===== config.mk =====
export PLATFORM = sky130hd
export DESIGN_NAME = mdu_seq
export DESIGN_NICKNAME = d
export VERILOG_FILES = /design/src/rtl/mdu_pkg.sv /design/src/rtl/mdu_divider.sv /design/src/rtl/mdu_seq.sv
export SDC_FILE = /design/constraint.sdc
export NUM_CORES = 1
export LEC_CHECK = 0
export CAP_MARGIN = 40
export CORE_MARGIN = 2
export CORE_UTILIZATION = 44
export DETAILED_ROUTE_END_ITERATION = 8
export GPL_TIMING_DRIVEN = 0
export SETUP_SLACK_MARGIN = 0.02
export SLEW_MARGIN = 15
export SYNTH_ARGS = -nofsm -noshare
export SYNTH_HDL_FRONTEND = slang
export SYNTH_HIERARCHICAL = 1
export SYNTH_SLANG_ARGS = --single-unit
export TNS_END_PERCENT = 10

===== constraint.sdc =====
create_clock -name clk -period 9.6 [get_ports clk]
set_clock_uncertainty 0.15 [all_clocks]
set_input_delay 2.4 -clock clk [delete_from_list [all_inputs] [get_ports clk]]
set_output_delay 2.4 -clock clk [all_outputs]
set_load 0.005 [all_outputs]

===== src/rtl/mdu_pkg.sv =====
// Shared definitions for the RV32M/RV64M multiply/divide unit.
package mdu_pkg;

  // funct3 encodings of the M-extension R-type operations
  localparam logic [2:0] MDU_MUL    = 3'b000;
  localparam logic [2:0] MDU_MULH   = 3'b001;
  localparam logic [2:0] MDU_MULHSU = 3'b010;
  localparam logic [2:0] MDU_MULHU  = 3'b011;
  localparam logic [2:0] MDU_DIV    = 3'b100;
  localparam logic [2:0] MDU_DIVU   = 3'b101;
  localparam logic [2:0] MDU_REM    = 3'b110;
  localparam logic [2:0] MDU_REMU   = 3'b111;

  typedef enum logic [1:0] {
    IDLE = 2'd0,
    MUL  = 2'd1,
    DIV  = 2'd2,
    DONE = 2'd3
  } mdu_state_e;

  // rs1 is signed for MUL/MULH/MULHSU and for DIV/REM
  function automatic logic op_a_signed(input logic [2:0] f3);
    return f3[2] ? ~f3[0] : (f3[1:0] != 2'b11);
  endfunction

  // rs2 is signed for MUL/MULH and for DIV/REM
  function automatic logic op_b_signed(input logic [2:0] f3);
    return f3[2] ? ~f3[0] : ~f3[1];
  endfunction

endpackage


===== src/rtl/mdu_divider.sv =====
// Unsigned restoring-division datapath: one quotient bit per step.
// Exposes next-state values so the top can capture the final result
// on the same edge as the last step.
module mdu_divider
  import mdu_pkg::*;
#(
  parameter int XLEN = 32
) (
  input  logic            clk,
  input  logic            reset,
  input  logic            start,
  input  logic            step,
  input  logic [XLEN-1:0] dividend,
  input  logic [XLEN-1:0] divisor,
  output logic [XLEN-1:0] quo_next,
  output logic [XLEN-1:0] rem_next
);

  logic [XLEN-1:0] rem_q, rem_d;
  logic [XLEN-1:0] quo_q, quo_d;
  logic [XLEN-1:0] dvs_q, dvs_d;
  logic [XLEN:0]   shifted;
  logic [XLEN:0]   diff;

  // Shift next dividend bit into the partial remainder, trial-subtract, restore on borrow
  always_comb begin
    shifted = {rem_q, quo_q[XLEN-1]};
    diff    = shifted - {1'b0, dvs_q};
    rem_d   = rem_q;
    quo_d   = quo_q;
    dvs_d   = dvs_q;
    if (start) begin
      rem_d = '0;
      quo_d = dividend;
      dvs_d = divisor;
    end else if (step) begin
      rem_d = diff[XLEN] ? shifted[XLEN-1:0] : diff[XLEN-1:0];
      quo_d = {quo_q[XLEN-2:0], ~diff[XLEN]};
    end
  end

  assign quo_next = quo_d;
  assign rem_next = rem_d;

  // Datapath registers
  always_ff @(posedge clk) begin
    if (!reset) begin
      rem_q <= '0;
      quo_q <= '0;
      dvs_q <= '0;
    end else begin
      rem_q <= rem_d;
      quo_q <= quo_d;
      dvs_q <= dvs_d;
    end
  end

endmodule


===== src/rtl/mdu_seq.sv =====
// Multi-cycle multiply/divide unit: FSM, handshakes, sign handling,
// special-case detection and the iterative shift-add multiplier.
module mdu_seq
  import mdu_pkg::*;
#(
  parameter int XLEN     = 32,
  parameter int FAST_MUL = 0
) (
  input  logic            clk,
  input  logic            reset,
  input  logic            flush,
  input  logic            in_valid,
  output logic            in_ready,
  input  logic [2:0]      funct3,
  input  logic [XLEN-1:0] srcA,
  input  logic [XLEN-1:0] srcB,
  output logic            out_valid,
  input  logic            out_ready,
  output logic [XLEN-1:0] result,
  output logic            busy
);

  localparam int CNT_W = $clog2(XLEN) + 1;
  localparam logic [CNT_W-1:0] CNT_INIT = CNT_W'(XLEN);
  localparam logic [XLEN-1:0]  MIN_INT  = {1'b1, {(XLEN-1){1'b0}}};

  mdu_state_e        state_q, state_d;
  logic [CNT_W-1:0]  cnt_q, cnt_d;
  logic [2:0]        op_q, op_d;
  logic              neg_q, neg_d;     // negate product / quotient
  logic              rneg_q, rneg_d;   // negate remainder
  logic [2*XLEN-1:0] prod_q, prod_d;   // {partial product, remaining multiplier}
  logic [XLEN-1:0]   mcand_q, mcand_d;
  logic [XLEN-1:0]   result_q, result_d;

  logic              sign_a, sign_b;
  logic [XLEN-1:0]   mag_a, mag_b;
  logic              div_zero, div_ovf;
  logic [2*XLEN-1:0] fast_prod, fast_fix;
  logic [XLEN:0]     add_sum;
  logic [2*XLEN-1:0] prod_step, prod_fix;
  logic              div_start, div_step;
  logic [XLEN-1:0]   div_quo_next, div_rem_next, quo_fix, rem_fix;

  // Operand magnitudes and special-case detection for the incoming request
  always_comb begin
    sign_a    = op_a_signed(funct3) & srcA[XLEN-1];
    sign_b    = op_b_signed(funct3) & srcB[XLEN-1];
    mag_a     = sign_a ? -srcA : srcA;
    mag_b     = sign_b ? -srcB : srcB;
    div_zero  = funct3[2] & (srcB == '0);
    div_ovf   = funct3[2] & ~funct3[0] & (srcA == MIN_INT) & (srcB == '1);
    fast_prod = {{XLEN{1'b0}}, mag_a} * {{XLEN{1'b0}}, mag_b};
    fast_fix  = (sign_a ^ sign_b) ? -fast_prod : fast_prod;
  end

  // One shift-add multiply step plus sign fix-up of the stepped product
  always_comb begin
    add_sum   = {1'b0, prod_q[2*XLEN-1:XLEN]} + {1'b0, (prod_q[0] ? mcand_q : {XLEN{1'b0}})};
    prod_step = {add_sum, prod_q[XLEN-1:1]};
    prod_fix  = neg_q ? -prod_step : prod_step;
    quo_fix   = neg_q ? -div_quo_next : div_quo_next;
    rem_fix   = rneg_q ? -div_rem_next : div_rem_next;
  end

  mdu_divider #(.XLEN(XLEN)) u_divider (
    .clk      (clk),
    .reset    (reset),
    .start    (div_start),
    .step     (div_step),
    .dividend (mag_a),
    .divisor  (mag_b),
    .quo_next (div_quo_next),
    .rem_next (div_rem_next)
  );

  // Next-state logic: accept, iterate, select result, hand off
  always_comb begin
    state_d   = state_q;
    cnt_d     = cnt_q;
    op_d      = op_q;
    neg_d     = neg_q;
    rneg_d    = rneg_q;
    prod_d    = prod_q;
    mcand_d   = mcand_q;
    result_d  = result_q;
    div_start = 1'b0;
    div_step  = 1'b0;
    if (flush) begin
      state_d = IDLE;
    end else begin
      case (state_q)
        IDLE: begin
          if (in_valid) begin
            op_d   = funct3;
            neg_d  = sign_a ^ sign_b;
            rneg_d = sign_a;
            cnt_d  = CNT_INIT;
            if (!funct3[2]) begin
              if (FAST_MUL != 0) begin
                result_d = (funct3 == MDU_MUL) ? fast_fix[XLEN-1:0] : fast_fix[2*XLEN-1:XLEN];
                cnt_d    = '0;
                state_d  = DONE;
              end else begin
                prod_d  = {{XLEN{1'b0}}, mag_b};
                mcand_d = mag_a;
                state_d = MUL;
              end
            end else if (div_zero) begin
              // quotient all ones, remainder = dividend
              result_d = funct3[1] ? srcA : {XLEN{1'b1}};
              cnt_d    = '0;
              state_d  = DONE;
            end else if (div_ovf) begin
              // quotient = dividend, remainder = 0
              result_d = funct3[1] ? {XLEN{1'b0}} : srcA;
              cnt_d    = '0;
              state_d  = DONE;
            end else begin
              div_start = 1'b1;
              state_d   = DIV;
            end
          end
        end
        MUL: begin
          prod_d = prod_step;
          cnt_d  = cnt_q - 1'b1;
          if (cnt_q == 1) begin
            result_d = (op_q == MDU_MUL) ? prod_fix[XLEN-1:0] : prod_fix[2*XLEN-1:XLEN];
            state_d  = DONE;
          end
        end
        DIV: begin
          div_step = 1'b1;
          cnt_d    = cnt_q - 1'b1;
          if (cnt_q == 1) begin
            result_d = op_q[1] ? rem_fix : quo_fix;
            state_d  = DONE;
          end
        end
        DONE: begin
          if (out_ready) state_d = IDLE;
        end
        default: state_d = IDLE;
      endcase
    end
  end

  // State registers
  always_ff @(posedge clk) begin
    if (!reset) begin
      state_q  <= IDLE;
      cnt_q    <= '0;
      op_q     <= '0;
      neg_q    <= 1'b0;
      rneg_q   <= 1'b0;
      prod_q   <= '0;
      mcand_q  <= '0;
      result_q <= '0;
    end else begin
      state_q  <= state_d;
      cnt_q    <= cnt_d;
      op_q     <= op_d;
      neg_q    <= neg_d;
      rneg_q   <= rneg_d;
      prod_q   <= prod_d;
      mcand_q  <= mcand_d;
      result_q <= result_d;
    end
  end

  assign in_ready  = (state_q == IDLE);
  assign out_valid = (state_q == DONE);
  assign busy      = (state_q != IDLE);
  assign result    = result_q;

endmodule


-- Word-level counts from Yosys, hierarchy flattened
Cells that the tools add are included.
- word-level logic and storage cells: 109
- output and inout port bits: 35
- input bits: 72
- register bits: 237
- reductions and logical operators: 15
- add/subtract/negate cells: 8
- mux-type cells: 47
- equal/unequal tests: 15
- bitwise gates (word level): 13
- operator list (kind ; count):
    $mux W32 ; 20
    $mux W64 ; 3
    $neg A32 Y32 ; 4
    $pmux W64 S2 ; 1
    $pmux W32 S3 ; 1
    $eq A32 B32 Y1 const B ; 2
    $neg A64 Y64 ; 1
    $add A32 B32 Y33 ; 1
    $sub A33 B32 Y33 ; 1
    $logic_not A32 Y1 ; 1
    $mux W6 ; 4
    $mux W1 ; 12
    $pmux W6 S2 ; 1
    $ne A2 B2 Y1 const B ; 5
    $reduce_and A3 Y1 ; 3
    $mux W2 ; 4
    $reduce_and A4 Y1 ; 2
    $reduce_and A7 Y1 ; 1
    $and A1 B1 Y1 ; 6
    $eq A6 B1 Y1 const B ; 1
    $ne A2 B1 Y1 const B ; 3
    $not A1 Y1 ; 6
    $pmux W2 S3 ; 1
    $reduce_bool A2 Y1 ; 3
    other kinds (9) ; 11

-- Logic depth before layout (Yosys ltp)
- word-level depth: 16
- gate-level depth with buffers: 28
- mapped depth without buffers: 24

-- Modules after synthesis
The synthesis kept the hierarchy.
- by module, submodules not included (module ; cells an instance ; instances ; area each (um2) ; sequential area each (um2)):
    mdu_seq ; 1871 ; 1 ; 13395.3 ; 2822.7
    mdu_divider ; 784 ; 1 ; 6262.3 ; 1921.8

-- Worst setup path after synthesis
OpenSTA, ideal clock, no wires.
- path kind: input-to-reg
- start: input port srcB[19]
- end: register result_q[31], in the netlist result[31]
- required time: 9.355 ns
- library setup time: 0.095 ns
- stages: 24
- data arrival time: 7.865 ns
- slack: 1.489 ns
- path buffers: 3
- cells stage by stage: nor4_2 nand3_1 or3_1 or3_1 nor4b_4 nor2_1 nand2_1 nor2_1 clkbuf_1 clkbuf_1 clkbuf_1 nand2_1 o21ai_0 or4_1 or3_1 or3_1 or4_1 o31ai_1 xnor2_1 o21ai_0 a21oi_1 a21oi_1 and2_1 a221oi_1
- word-level cells in the longest chain between the ends: 14
- elaborated cells between the ends (all ways): 24
- those cells by class: add/sub (2); eq/ne (2); mux (16); bitwise (2); reduce/logical (2)
- ends and longest elaborated chain (element ; RTL line ; text):
    from (decl) ; mdu_seq.sv:16 ; input logic [XLEN-1:0] srcB,
    $eq A32 B32 Y1 ; mdu_seq.sv:52 ; div_ovf = funct3[2] & ~funct3[0] & (srcA == MIN_INT) & (srcB == '1);
    $and A1 B1 Y1 ; mdu_seq.sv:52 ;
    $mux W1 ; mdu_seq.sv:114 ; end else if (div_ovf) begin
    $mux W1 (*) ; mdu_seq.sv:109 ; end else if (div_zero) begin
    $mux W1 (*) ; mdu_seq.sv:99 ; if (!funct3[2]) begin
    $mux W1 (*) ; mdu_seq.sv:94 ; if (in_valid) begin
    $mux W1 (*) ; mdu_seq.sv:92 ; case (state_q)
    $mux W1 (*) ; mdu_seq.sv:89 ; if (flush) begin
    named net div_start ; mdu_seq.sv:42 ; logic div_start, div_step;
    $mux W32 (*) ; mdu_divider.sv:32 ; if (start) begin
    named net div_quo_next[13] ; mdu_seq.sv:43 ; logic [XLEN-1:0] div_quo_next, div_rem_next, quo_fix, rem_fix;
    $neg A32 Y32 (*) ; mdu_seq.sv:62 ; quo_fix = neg_q ? -div_quo_next : div_quo_next;
    $mux W32 (*) ; mdu_seq.sv:62 ;
    $mux W32 (*) ; mdu_seq.sv:137 ; result_d = op_q[1] ? rem_fix : quo_fix;
    $mux W32 (*) ; mdu_seq.sv:136 ; if (cnt_q == 1) begin
    $pmux W32 S3 (*) ; mdu_seq.sv:92 ;
    to (signal assigned) ; mdu_seq.sv:168 ; result_q <= result_d;
    to (decl) ; mdu_seq.sv:34 ; logic [XLEN-1:0] result_q, result_d;
The timed path passes the listed nets; every way through them passes the cells marked *. The select of a mux whose other input is x is not followed.
A chain may end at the register's enable or synchronous reset.

-- Worst setup path after layout
- start: input port srcA[8]
- end: register result_q[25], in the netlist result[25]
- word-level cells in the longest chain between the ends: 15
- elaborated cells between the ends (all ways): 22
- those cells by class: add/sub (3); eq/ne (2); mux (14); bitwise (2); reduce/logical (1)
- ends and longest elaborated chain (element ; RTL line ; text):
    from (decl) ; mdu_seq.sv:15 ; input logic [XLEN-1:0] srcA,
    $eq A32 B32 Y1 ; mdu_seq.sv:52 ;
    $and A1 B1 Y1 (2 in series) ; mdu_seq.sv:52 ;
    $mux W1 ; mdu_seq.sv:114 ;
    $mux W1 ; mdu_seq.sv:109 ;
    $mux W1 ; mdu_seq.sv:99 ;
    $mux W1 ; mdu_seq.sv:94 ;
    $mux W1 ; mdu_seq.sv:92 ;
    $mux W1 ; mdu_seq.sv:89 ;
    named net div_start ; mdu_seq.sv:42 ;
    $mux W32 ; mdu_divider.sv:32 ;
    named net div_quo_next[15] ; mdu_seq.sv:43 ;
    $neg A32 Y32 ; mdu_seq.sv:62 ;
    $mux W32 ; mdu_seq.sv:62 ;
    $mux W32 ; mdu_seq.sv:137 ;
    $mux W32 ; mdu_seq.sv:136 ;
    $pmux W32 S3 ; mdu_seq.sv:92 ;
The timed path passes the listed nets, and every way through them passes these cells. The select of a mux whose other input is x is not followed.

==> flow_metrics.py <==
metrics = {
    "run_status": {
        "status": "complete, no violations",
    },
    "placement": {
        "gp_congestion": 1.01,
        "portBuffers": 106,
        "dp_hpwl_mm": 68.7,
    },
    "detailed_routing": {
        "wire_per_inst_um": 24.7,
        "wl_mm": 84.5,
        "vias_per_cell": 6.14,
        "antenna_left": 0,
        "vias": 21000,
        "dr.first_iter.drc_count": 2280,
        "route.detailed.drc": 0,
        "first_pass_iters": 6,
    },
    "clock_tree": {
        "numCtsBuffers": 29,
        "clk_pin_slew_worst_paths_ps": 60,
        "htreeDepth": 1,
        "cts_sinks": 237,
        "clockBufferDepth": 3,
        "clk_latency_ps": 590,
        "cts-root-buf": "clkbuf_16",
        "hold_buffers": 0,
        "cts_tree": "built",
    },
    "synthesis": {
        "yosys_register_bits": 237,
        "synth_most_common_cell": "nor2_1",
        "async_flop_share": 0,
        "yosys.area.top_type": "dfxtp_1",
        "avgSynthCellArea_sq_um": 7.40,
        "yosys-top-cells-area": "dfxtp_1 24%, nor2_1 5.5%, o21ai_0 5.3%",
        "yosysSeqAreaShare": 0.241,
        "netlist_instances": 2655,
        "synth-edff-count": 0,
        "synth_nets": 2805,
        "synth_warnings": 6,
        "synth_ff_type": "dfxtp_1",
        "netlist_area_sq_um": 19700,
        "yosys-top-cells-count": "286 x nor2_1, 254 x nand2_1, 237 x dfxtp_1",
        "ys_types": 90,
        "yosysTopAreaCellShare": 0.241,
    },
    "timing": {
        "drv_slew": 0,
        "worstMarginPinSlew_ps": 1010,
        "period_share": 0.976,
        "fin_crit_ps": 9370,
        "setup_tns_ps": 0,
        "rsz0062_at_grt": "false",
        "hold_viol_final": 0,
        "clock.fmax_ghz": 0.107,
        "finalSetupViolCount": 0,
        "slew_headroom": 0.319,
    },
    "hold_path": {
        "min_path_type": "flop to flop",
        "worstHoldStart": "result[24]",
        "min_to": "result[24]",
        "min_path_cells": 2,
    },
    "global_routing": {
        "grt_pass1_wl_mm": 125,
        "grt_overflow_total": 0,
        "track_usage": 0.354,
        "grt_antenna_before_repair": 3,
        "grt_max_degree": 16,
        "grt_pass1_vias": 19700,
    },
    "pwr": {
        "power_mw": 3.28,
        "combinationalPowerShare": 0.307,
        "ir_worst_vdd_mv": 0.0968,
        "p_leak_nw": 8.35,
        "pwr-share-clk": 0.374,
        "seqPwrFrac": 0.320,
        "swShare": 0.359,
        "power_density_nw_per_um2": 144,
        "netSwitchingPower_mw": 1.18,
        "internal_power_mw": 2.10,
    },
    "floorplanning": {
        "design.die.area_sq_um": 46400,
        "ios": 107,
        "dieWidth_um": 215,
        "coreArea_sq_um": 44100,
        "initial_core_util": 0.445,
        "die_h_um": 215,
        "num_rows": 77,
    },
    "worst_setup_path": {
        "cpMaxStageDelayCell": "or4_1",
        "rr_worst_depth": 20,
        "cp_top_family": "simple AND/OR/NAND/NOR gates",
        "worstPathArrival_ps": 9690,
        "r2r-end": "result[30]",
        "setup.worst_path.start_class": "primary input",
        "criticalPathCategory": "primary input to flop",
        "endpoint_kind": "flop",
        "reg2reg_from": "state_q[0]",
        "timing.critical_path.slowest_cell_delay_ps": 620,
        "path_max_fanout": 10,
        "r2r_slack_ps": 1350,
        "critPathRequiredTime_ps": 9920,
        "critPathBufInv": 4,
    },
    "cells_and_area": {
        "drive_gt1_frac": 0.0495,
        "nets": 2958,
        "synthToLayoutAreaGrowth_pct": 15.6,
    },
    "job": {
        "maxCapViolations": 0,
    },
}
cell families (layout without fill, tap and decap cells):
family | count (synthesis) | after routing | synth area share
buffers and inverters | 251 | 427 | 0.0494
AND/OR/NAND/NOR | 981 | 981 | 0.246
multiplexers | 105 | 105 | 0.0544
flip-flops | 237 | 237 | 0.241
AO/OA/AOI/OAI | 754 | 754 | 0.246
XOR/XNOR | 221 | 221 | 0.0985
adder cells (fa/ha/maj) | 106 | 106 | 0.0647
other | 0 | 1 | 0
per-layer routing:
layer  routed length, um  global-route usage  up-vias
li1                    -                   -     9884
met1               36900               0.471    10000
met2               37900               0.576      917
met3                5410              0.0405      187
met4                4340               0.161        2
met5                  10                   0        -
worst reg2reg max path: stages, from the launching register on:
cell and delay, ps:
dfxtp_1 330, inv_1 90, ha_1 310, clkbuf_1 490
clkbuf_1 520, nor2b_1 350, buf_1 660, clkbuf_1 660
clkbuf_1 550, clkbuf_1 430, a211oi_1 220, nor4_2 570
nand4b_1 270, or4_1 520, or4_1 510, o31a_1 280
xnor2_1 360, a211oi_1 170, a211oi_1 390, o32a_1 200
o32ai_1 70
per-stage QoR:
stage / cell area (sq um) / std cells / worst slack, ps / hold WS [ps] / util
finish: 22700 / 3424 / 234 / 326 / 0.515
global placement: 21500 / 3353 / -1110 / 312 / 0.486
CTS: 22600 / 3420 / 141 / 326 / 0.513
detailed placement: 21500 / 3364 / -1060 / 318 / 0.488
floorplan: 19700 / 2655 / 1490 / 299 / -
global route: 22700 / 3423 / 45.1 / 349 / 0.515
how the worst max path moves through the flow:
stage / cells past startpoint / endpoint / start
2_1_floorplan: 24 / result[31] / srcB[19]
3_3_place_gp: 24 / result[25] / srcA[28]
3_5_place_dp: 26 / result[31] / srcB[8]
4_1_cts: 27 / result[26] / srcB[0]
5_1_grt: 26 / result[31] / srcA[8]
6_report: 25 / result[25] / srcA[8]
power by group through the flow:
| stage | Clock [mW] | Sequential (mW) | Combinational, mW |
|---|---|---|---|
| 6_report | 1.23 | 1.05 | 1.01 |
| 3_3_place_gp | 0 | 1.07 | 0.965 |
| 5_1_grt | 1.28 | 1.05 | 1.07 |
| 3_5_place_dp | 0 | 1.07 | 0.971 |
| 2_1_floorplan | 0 | 1.06 | 0.631 |
| 4_1_cts | 1.24 | 1.05 | 0.977 |
registers in the layout (all words and copies together), names as in the netlist:
register,cells
result,32
neg_q,1
op_q,3
u_divider/quo_q,32
prod_q,64
state_q,2
mcand_q,32
rneg_q,1
cnt_q,6
u_divider/dvs_q,32
u_divider/rem_q,32
cells in the final DEF, fill, tap and decap left out, types with 12 or more instances in the layout:
master	netlist	layout
a211oi_1	47	47
a21o_1	23	23
a21oi_1	198	198
a221oi_1	13	13
a22oi_1	31	31
a31oi_1	15	15
and2_1	87	87
buf_1	16	16
buf_2	8	15
clkbuf_1	144	144
clkbuf_16	0	29
clkdlybuf4s50_1	0	106
dfxtp_1	237	237
ha_1	76	76
inv_1	76	76
maj3_1	28	28
mux2i_1	100	100
nand2_1	254	254
nand2b_1	12	12
nand3_1	38	38
nand4_1	20	20
nor2_1	286	286
nor2b_1	47	47
nor3_1	96	96
nor4_1	17	13
o211ai_1	35	35
o21a_1	14	14
o21ai_0	208	207
o31ai_1	44	43
o41ai_1	17	16
or2_2	13	13
or3_1	37	37
or4_1	23	23
xnor2_1	115	115
xor2_1	106	106
what timing repair did:
| item | 4_1_cts | 5_1_grt |
|---|---|---|
| pin swaps | 1 | 1 |
| setup buffers | 2 | 1 |
| setup endpoints to repair | 9 | 8 |
| gates resized for setup | 4 | 13 |
| cloned | 0 | 0 |
cell type report:
cell class                 count  area (sq um)
clock buffer                  42           845
fill                        4484         21400
buffer                       170           676
inverter                      80           300
sequential                   237          4740
timing repair buffer         123          1190
tap                          592           741
clock inverter                12           208
antenna                        1          2.50
multi-input combinational   2167         14000
Power figures use the tool's default switching activity.
